`src/rtl/hazard_ctrl.sv`:
```
// Pipeline hazard controller: load-use stalls, taken-branch squashes and memory-busy freezes.
// Control outputs decode the registered FSM state together with the live hazard inputs.
module hazard_ctrl (
  input  logic        clk,
  input  logic        reset,
  input  logic        idex_memread_in,
  input  logic [4:0]  idex_rd_in,
  input  logic [4:0]  ifid_rs1_in,
  input  logic [4:0]  ifid_rs2_in,
  input  logic        branch_taken_in,
  input  logic        mem_busy_in,
  output logic        pc_write,
  output logic        ifid_write,
  output logic        flush_ifid,
  output logic        flush_idex,
  output logic        flush_exmem,
  output logic        freeze,
  output logic [1:0]  state,
  output logic [31:0] stall_count,
  output logic [31:0] flush_count
);

  typedef enum logic [1:0] {
    ST_RUN    = 2'd0,
    ST_STALL  = 2'd1,
    ST_SQUASH = 2'd2,
    ST_FREEZE = 2'd3
  } state_t;

  state_t      state_q;
  state_t      state_d;
  state_t      state_cur;
  logic        stall_inc;
  logic        flush_inc;
  logic [31:0] stall_cnt;
  logic [31:0] flush_cnt;

  // x0 is hardwired zero, so a load targeting it can never create a dependency.
  function automatic logic load_use_hit(input logic       memread,
                                        input logic [4:0] rd,
                                        input logic [4:0] rs1,
                                        input logic [4:0] rs2);
    return memread && (rd != 5'd0) && ((rd == rs1) || (rd == rs2));
  endfunction

  always_comb begin
    pc_write    = 1'b1;
    ifid_write  = 1'b1;
    flush_ifid  = 1'b0;
    flush_idex  = 1'b0;
    flush_exmem = 1'b0;
    freeze      = 1'b0;
    stall_inc   = 1'b0;
    flush_inc   = 1'b0;
    state_d     = ST_RUN;
    state_cur   = reset ? ST_RUN : state_q;

    if (mem_busy_in) begin
      pc_write   = 1'b0;
      ifid_write = 1'b0;
      freeze     = 1'b1;
      state_d    = ST_FREEZE;
    end else if (state_cur == ST_SQUASH) begin
      // The branch still visible in EX/MEM is the one just squashed; ignore it.
      state_d = ST_RUN;
    end else if (branch_taken_in) begin
      flush_ifid  = 1'b1;
      flush_idex  = 1'b1;
      flush_exmem = 1'b1;
      flush_inc   = 1'b1;
      state_d     = ST_SQUASH;
    end else if (state_cur != ST_STALL &&
                 load_use_hit(idex_memread_in, idex_rd_in, ifid_rs1_in, ifid_rs2_in)) begin
      pc_write   = 1'b0;
      ifid_write = 1'b0;
      flush_idex = 1'b1;
      stall_inc  = 1'b1;
      state_d    = ST_STALL;
    end
  end

  always_ff @(posedge clk) begin
    if (reset) begin
      state_q   <= ST_RUN;
      stall_cnt <= 32'd0;
      flush_cnt <= 32'd0;
    end else begin
      state_q <= state_d;
      if (stall_inc) stall_cnt <= stall_cnt + 32'd1;
      if (flush_inc) flush_cnt <= flush_cnt + 32'd1;
    end
  end

  assign state       = state_q;
  assign stall_count = stall_cnt;
  assign flush_count = flush_cnt;

endmodule

```
`config.mk`:
```
export PLATFORM = sky130hd
export DESIGN_NAME = hazard_ctrl
export DESIGN_NICKNAME = d
export VERILOG_FILES = /design/src/rtl/hazard_ctrl.sv
export SDC_FILE = /design/constraint.sdc
export NUM_CORES = 1
export LEC_CHECK = 0
export BUFFER_PORTS_ARGS = -buffer_cell sky130_fd_sc_hd__buf_2
export CORE_MARGIN = 2
export CORE_UTILIZATION = 35
export DETAILED_ROUTE_END_ITERATION = 8
export GPL_TIMING_DRIVEN = 0
export REMOVE_ABC_BUFFERS = 1
export SKIP_CTS_REPAIR_TIMING = 1
export SLEW_MARGIN = 20
export SYNTH_ARGS = -nofsm -noshare
export SYNTH_HDL_FRONTEND = slang
export SYNTH_SLANG_ARGS = --single-unit
```
`constraint.sdc`:
```
create_clock -name clk -period 2.86 [get_ports clk]
set_clock_uncertainty 0.1 [all_clocks]
set_input_delay 0.572 -clock clk [delete_from_list [all_inputs] [get_ports clk]]
set_output_delay 0.572 -clock clk [all_outputs]
set_load 0.01 [all_outputs]
```
Word level (Yosys, flattened, before mapping)
Cells that the tools add are included.
W data, S select, Z words.
- register bits after elaboration: 66
- bits of input ports: 20
- output and inout port bits: 72
- word-level logic and storage cells: 34
- add/sub/neg operators: 2
- equal/unequal tests: 4
- multiplexer cells: 20
- reduce and logical (&&, ||, !) cells: 5
- operator list (cell ; count):
    $add A32 B1 Y32 const B ; 2
    $mux W1 ; 16
    $eq A5 B5 Y1 ; 2
    $mux W2 ; 4
    $reduce_bool A5 Y1 ; 1
    $logic_and A1 B1 Y1 ; 3
    $eq A2 B2 Y1 const B ; 1
    $ne A2 B1 Y1 const B ; 1
    $logic_or A1 B1 Y1 ; 1

Logic depth before layout (Yosys ltp)
Gate-level depths: netlist of the first run.
- depth after elaboration: 8
- depth in mapped cells: 9

Worst setup path after synthesis of the first run
OpenSTA, ideal clock, no wires.
- path type: input -> output
- start point: input port ifid_rs1_in[2]
- end point: output port pc_write
- arrival time: 2.196 ns
- required time: 2.188 ns
- setup slack: -0.008 ns
- stages: 9
- path buffers: 4
- cells stage by stage: xor2_1 nor3_1 a22oi_1 clkbuf_1 clkbuf_1 clkbuf_1 nor2_1 nor2_1 buf_4
- longest elaborated chain between the ends: 8
- RTL lines (item ; RTL line ; source):
    start, declared ; 8 ; input logic [4:0] ifid_rs1_in,
    $eq A5 B5 Y1 ; 43 ; return memread && (rd != 5'd0) && ((rd == rs1) || (rd == rs2));
    $logic_or A1 B1 Y1 ; 43 ;
    $logic_and A1 B1 Y1 ; 43 ;
    $logic_and A1 B1 Y1 ; 72 ; end else if (state_cur != ST_STALL &&
    $mux W1 (4 in series) ; n/a ;
    end, declared ; 12 ; output logic pc_write,
No other way between the ends.

Final worst setup path of the first run
- start point: input port idex_rd_in[4]
- end point: output port ifid_write
- longest elaborated chain between the ends: 8
- elaborated cells between the ends (all ways): 11
- those cells by class: eq/ne (2); mux (4); reduce/logical (5)
- RTL lines (item ; RTL line ; source):
    start, declared ; 7 ; input logic [4:0] idex_rd_in,
    $eq A5 B5 Y1 / $reduce_bool A5 Y1 (equally long branches) ; 43 ;
    $logic_or A1 B1 Y1 / $logic_and A1 B1 Y1 (equally long branches) ; 43 ;
    $logic_and A1 B1 Y1 (*) ; 43 ;
    $logic_and A1 B1 Y1 (*) ; 72 ;
    $mux W1 (*) ; 72 ;
    $mux W1 (*) ; 66 ; end else if (branch_taken_in) begin
    $mux W1 (*) ; 63 ; end else if (state_cur == ST_SQUASH) begin
    $mux W1 (*) ; 58 ; if (mem_busy_in) begin
    end, declared ; 13 ; output logic ifid_write,
Mark *: on every way between the ends. The rest lies on a longest branch, timed or not.

==> metrics, run 1 <==
status=complete, but fails checks; failing checks=setup timing; row cnt=36; # diodes=0; count leader, synth=dfxtp_1; Core Region=9729 um^2; Die Area=~11000 um^2; Hold Crit Depth=2; critical path launch point type=input pin; initial detailed-routing violation count=203; vias in the first global route=3122; Yosys reg bits=66; Hold Path End=stall_count[31]$_SDFFE_PP0P_; Synth cell types=49; R2R Path End=stall_count[11]$_SDFFE_PP0P_; setup ws final=-0.01498 ns; Async SR Flop Fraction=0; worst reg2reg setup slack=about 0.32 ns; Worst R2R Start=state[0]$_SDFF_PP0_; clock sinks=between 60 and 70; gpl congestion=a little over 0.8; num ports=92; Seq/Total Area, Yosys=0.3782; fin util=0.4491; CP Buf/Inv Count=3; delay-heaviest family, CP=simple AND/OR/NAND/NOR gates; post-route cell area=4369 um^2; most common library cells after synthesis=66 x dfxtp_1, 46 x a21oi_1, 30 x nor2_1; DP Cell Count=622; drt drc=0; CTS tree=built; Post-synth EDFFs=0; CTS clk-pin slew, worst paths=roughly 0.070 ns; Worst Hold Slack=0.3822 ns; Total GRT Usage=0.1731; maximum operating frequency=347.8 MHz; cell taking the most area after synthesis=dfxtp_1; final net count=530; Worst Tran Pin Value=0.8666 ns; Leakage=between 1.5 and 2 nW; worst hold start=stall_count[31]$_SDFFE_PP0P_; initial core utilization=0.3591; # setup viols final=2; Non-Filler Instances=646; most used cell, CP=nor2_4; crit path kind=input pin to primary output; Worst EP required=2.19 ns; Die H=103.9 um; Ys Warns=0; Vias=3559; die width=103.9 um; P&R area growth vs syn=25.07%; CP max stage cell=or4_4; ranking of synthesized cells by area=dfxtp_1 38%, a21oi_1 6.6%, or4_1 6.0%; post-route minimum period=2.875 ns; Final period util=1.005; Max VDD drop=0.1627 mV; Flop pwr share=0.503; critical path peak fanout=8; post-placement worst setup slack=-0.6659 ns; Max Cap Viol=0; Worst-Skew Late Latency=between 0.3 and 0.4 ns; grt total ovfl=0; Psw=0.4628 mW; HP Class=flip-flop to flip-flop; Fin. Hold Viols=0; cells on worst reg2reg path=5; drt total wl=roughly 10 mm; Worst setup EP type=primary output; Routed Antenna Nets=0; Worst Path Arrival=2.20 ns; CTS Buf Count=9; relative slew slack=0.4191; crit-path cells=buf_8, or4_4, o211ai_1, buf_4, or3_4, nor2_4, nor2_4, buf_6; routed len/inst=roughly 15 um; Combinational Power Share=0.081; max-slew violations=0; Clk pwr share=0.416; clock buffer depth=2; Main synth FF type=dfxtp_1; clk root buf=clkbuf_8; share of layout cells above drive strength 1=0.2632; IO Port Bufs=91; cell internal pwr=1.378 mW; initial antenna violation count=0; drt via density=around 5.5; Area after DPL=4036 um^2; PD cells=421.3 nW/um^2; DP HPWL=around 6.6 mm; RSZ-0062 raised after global routing=yes; Switching Share=0.2514; first-pass GRT wire length=15.39 mm; Mapped Cells=423; TNS Setup=-0.02935 ns; crit-path max cell delay=0.53 ns; largest net degree at the start of global routing=73; H-tree depth=3; Pre-antenna DRT Iters=5; Syn Area/Cell=8.259 um^2; Layout fillers=1006; total power=1.841 mW; Post-Syn Area=3493 um^2; Yosys top cell area share=0.3782
==> layout make-up <==
class / count / area, um^2 / share of cell area
Multi-Input combinational cell: 319 / 2051 / 0.4694
Inverter: 10 / 37.54 / 0.008591
Sequential cell: 66 / 1321 / 0.3024
Tap cell: 133 / 166.4 / 0.03809
Clock buffer: 10 / 127.6 / 0.02921
Timing Repair Buffer: 102 / 608.1 / 0.1392
Clock inverter: 6 / 57.56 / 0.01317
==> layer usage <==
| metal | up-vias | routed length [um] | track usage |
|---|---|---|---|
| li1 | 1770 | - | - |
| met1 | 1685 | 4559 | 0.2326 |
| met2 | 90 | 4405 | 0.2603 |
| met3 | 14 | 583 | 0.04887 |
| met4 | 0 | 195 | 0.07239 |
| met5 | - | 0 | 0 |
==> worst reg2reg max path, cell delays in order (launching register included) <==
cell	delay [ns]
dfxtp_1	0.33
or3b_4	0.25
o211a_1	0.36
nand2_1	0.51
or4b_2	0.77
a21oi_1	0.15
==> flip-flops by register name, summed over array words and instances, names as in the netlist <==
| register | flops |
|---|---|
| stall_count | 32 |
| state | 2 |
| flush_count | 32 |
==> how the worst max path moves through the flow <==
stage                    from    endpoint  slack (ns)  cells past startpoint
3_5_place_dp    idex_rd_in[1]  ifid_write       -0.67                      7
4_1_cts         idex_rd_in[1]  ifid_write       -0.68                      7
2_1_floorplan  ifid_rs1_in[2]  ifid_write       -1.25                      5
6_report        idex_rd_in[4]  ifid_write       -0.01                      8
5_1_grt         idex_rd_in[4]  ifid_write       -0.06                      8
3_3_place_gp    idex_rd_in[2]    pc_write       -2.64                      7
==> layout by cell type, fill, tap and decap left out, types with 4 or more instances in the layout <==
| master | netlist | layout |
|---|---|---|
| nand3_1 | 22 | 22 |
| buf_2 | 3 | 86 |
| o31ai_1 | 26 | 26 |
| nor4_1 | 7 | 5 |
| a21oi_1 | 46 | 46 |
| xnor2_1 | 5 | 5 |
| xor2_1 | 19 | 19 |
| nand2_1 | 20 | 20 |
| dfxtp_1 | 66 | 66 |
| inv_1 | 10 | 10 |
| and4_1 | 7 | 7 |
| nor2_1 | 30 | 28 |
| and2_1 | 5 | 5 |
| a21o_1 | 4 | 4 |
| buf_6 | 1 | 4 |
| nand4_1 | 26 | 26 |
| nor3_1 | 7 | 6 |
| or3_1 | 16 | 15 |
| and3_1 | 7 | 7 |
| clkbuf_8 | 0 | 9 |
| or4_1 | 28 | 27 |
| o21ai_0 | 14 | 14 |
| buf_4 | 4 | 8 |
| clkinv_2 | 0 | 4 |
==> power by group through the flow <==
| stage | Clock [mW] | Sequential, mW | Combinational [mW] |
|---|---|---|---|
| after floorplan | 0 | 0.949 | 0.0508 |
| after global placement | 0 | 0.947 | 0.113 |
| after detailed placement | 0 | 0.947 | 0.125 |
| after CTS | 0.795 | 0.926 | 0.126 |
| after global routing | 0.832 | 0.926 | 0.162 |
| final | 0.766 | 0.926 | 0.149 |
==> cell families after synthesis <==
group | after synthesis | share of synthesized area
adders and majority gates | 2 | 0.007162
AOI/OAI and AO/OA | 100 | 0.1755
DFF | 66 | 0.3782
xor gates and xnor gates | 24 | 0.06017
buffers and inverters | 38 | 0.04871
muxes | 3 | 0.009312
and+or+nand+nor | 190 | 0.3209
No activity file was read; power rests on OpenSTA's default activity.
==> inputs of run 2 (changes only) <==
- BUFFER_PORTS_ARGS: -buffer_cell sky130_fd_sc_hd__buf_2 -> -buffer_cell sky130_fd_sc_hd__buf_4
==> run 2 against run 1 <==
First-iteration DRC count fell by 19%. Sequential power barely moved. Largest power group unchanged. Fmax rose by 2.4%. Sequential share of layout area fell by 1.4 points. The flow now finishes without violations. Highest routed layer unchanged. Register-to-register slack got worse by 0.10 ns. Wire length rose by 0.73%.
==> metrics, run 2 (synthesis gave the netlist of run 1 again) <==
largest net degree at the start of global routing=73 (unchanged); critical path launch point type=input pin (unchanged); IO Port Bufs=91 (unchanged); DP HPWL=6.705 mm (was 6.586 mm); crit-path cells=buf_8, or4_4, o211ai_1, or3_4, nor2_4, nor2_4, buf_6 (was buf_8, or4_4, o211ai_1, buf_4, or3_4, nor2_4, nor2_4, buf_6); routed len/inst=15.24 um (was 15.08 um); DP Cell Count=622 (unchanged); routing usage on met2=0.2754 (was 0.2603); drt total wl=9.814 mm (was 9.743 mm); Total GRT Usage=0.1782 (was 0.1731); drt drc=0 (unchanged); grt total ovfl=0 (unchanged); initial detailed-routing violation count=165 (was 203); commonest non-fill, non-tap cell in the layout=buf_4 (was buf_2); worst reg2reg setup slack=0.22 ns (was 0.32 ns); cells on worst reg2reg path=6 (was 5); GR met1 Demand/Resource=0.2398 (was 0.2326); Area after DPL=4262 um^2 (was 4036 um^2); HP Class=flip-flop to flip-flop (unchanged); Worst-Skew Late Latency=0.35 ns (about the same); initial core utilization=0.3591 (unchanged); clock buffer depth=2 (unchanged); Hold Path End=stall_count[31]$_SDFFE_PP0P_ (unchanged); Worst Tran Pin Value=0.8152 ns (was 0.8666 ns); vias in the first global route=3267 (was 3122); Multi-input gate area=2048 um^2 (was 2051 um^2); worst hold start=stall_count[31]$_SDFFE_PP0P_ (unchanged); Leakage=1.632 nW (was 1.627 nW); clk root buf=clkbuf_8 (unchanged); gpl congestion=0.8186 (was 0.8116); Pre-antenna DRT Iters=4 (was 5); met3 usage=0.05138 (was 0.04887); Vias=3624 (was 3559); CTS tree=built (unchanged); relative slew slack=0.4536 (was 0.4191); Die Area=10800 um^2 (unchanged); critical path peak fanout=5 (was 8); PD cells=420.6 nW/um^2 (was 421.3 nW/um^2); total power=1.928 mW (was 1.841 mW); Worst EP required=2.19 ns (about the same); post-route minimum period=2.808 ns (was 2.875 ns); Max Cap Viol=0 (unchanged); Non-Filler Instances=644 (was 646); CP max stage cell=or4_4 (unchanged); Top Usage Layer GRT=met2 (unchanged); Max VDD drop=0.2028 mV (was 0.1627 mV); crit-path max cell delay=0.53 ns (about the same); drt via density=5.627 (was 5.509); Worst Path Arrival=2.14 ns (was 2.20 ns); maximum operating frequency=356.2 MHz (was 347.8 MHz); Layout fillers=970 (was 1006); highest-count cells in the layout ignoring fill and taps=91 x buf_4, 66 x dfxtp_1, 46 x a21oi_1 (was 86 x buf_2, 66 x dfxtp_1, 46 x a21oi_1); row cnt=36 (unchanged); Routed Antenna Nets=0 (unchanged); CP Buf/Inv Count=2 (was 3); share of layout cells above drive strength 1=0.2622 (was 0.2632); post-route cell area=4583 um^2 (was 4369 um^2); Final period util=0.9817 (was 1.005); status=finished, final reports clean (was complete, but fails checks); # setup viols final=0 (was 2); crit path kind=input pin to primary output (unchanged); R2R Path End=stall_count[22]$_SDFFE_PP0P_ (was stall_count[11]$_SDFFE_PP0P_); Storage cell area=1321 um^2 (unchanged); die width=103.9 um (unchanged); final net count=528 (was 530); CTS Buf Count=9 (unchanged); Hold Crit Depth=2 (unchanged); Fin. Hold Viols=0 (unchanged); Worst setup EP type=primary output (unchanged); clock sinks=66 (unchanged); Worst R2R Start=stall_count[0]$_SDFFE_PP0P_ (was state[0]$_SDFF_PP0_); most used cell, CP=nor2_4 (unchanged); num ports=92 (unchanged); cell depth of the worst setup path=7 (was 8); Die H=103.9 um (unchanged); first-pass GRT wire length=16.06 mm (was 15.39 mm); max-slew violations=0 (unchanged); initial antenna violation count=0 (unchanged); H-tree depth=3 (unchanged); # diodes=0 (unchanged); P&R area growth vs syn=31.20% (was 25.07%); delay-heaviest family, CP=simple AND/OR/NAND/NOR gates (unchanged); CTS clk-pin slew, worst paths=0.08 ns (was 0.07 ns); Core Region=9729 um^2 (unchanged)
==> run 2: final cells by class <==
type	instances	area share
clock buffers	11	0.03303
flip-flops and latches	66	0.2883
multi-input cells	319	0.4469
repair buffers	100	0.1742
well taps	133	0.03631
inverters	10	0.008190
clock inverters	5	0.01310
==> run 2: tightest hold or removal path, delay by kind of cell, from the launching register on <==
family	cells	cell delay, ns
compound gates	2	0.11
flops	1	0.33
==> run 2: how the worst max path moves through the flow <==
| stage | slack (ns) | endpoint | from |
|---|---|---|---|
| 4_1_cts | -0.68 | ifid_write | idex_rd_in[1] |
| 3_3_place_gp | -2.68 | pc_write | idex_rd_in[2] |
| 2_1_floorplan | -1.25 | ifid_write | ifid_rs1_in[2] |
| 3_5_place_dp | -0.66 | ifid_write | idex_rd_in[1] |
| 6_report | 0.05 | ifid_write | idex_rd_in[4] |
| 5_1_grt | -0.01 | pc_write | idex_rd_in[4] |
==> run 2: layer usage <==
layer  wire length, um  vias to the layer above
li1                  -                     1762
met1              4558                     1747
met2              4497                      103
met3               588                       12
met4               169                        0
met5                 0                        -
==> run 2: per-stage QoR <==
step / TNS (ns) / util / hold WS (ns) / worst slack, ns
2_1_floorplan: -24.08 / - / 0.3899 / -1.253
4_1_cts: -4.502 / 0.4597 / 0.3920 / -0.6783
3_5_place_dp: -16.87 / 0.4380 / 0.3810 / -0.6636
3_3_place_gp: -78.31 / 0.4327 / 0.3671 / -2.683
5_1_grt: -0.01895 / 0.4711 / 0.4150 / -0.009909
6_report: 0 / 0.4711 / 0.3934 / 0.05238
==> run 2: power breakdown <==
part,internal (mW),switching [mW]
clock,0.455,0.393
sequential,0.922,0.00453
combinational,0.0650,0.0880
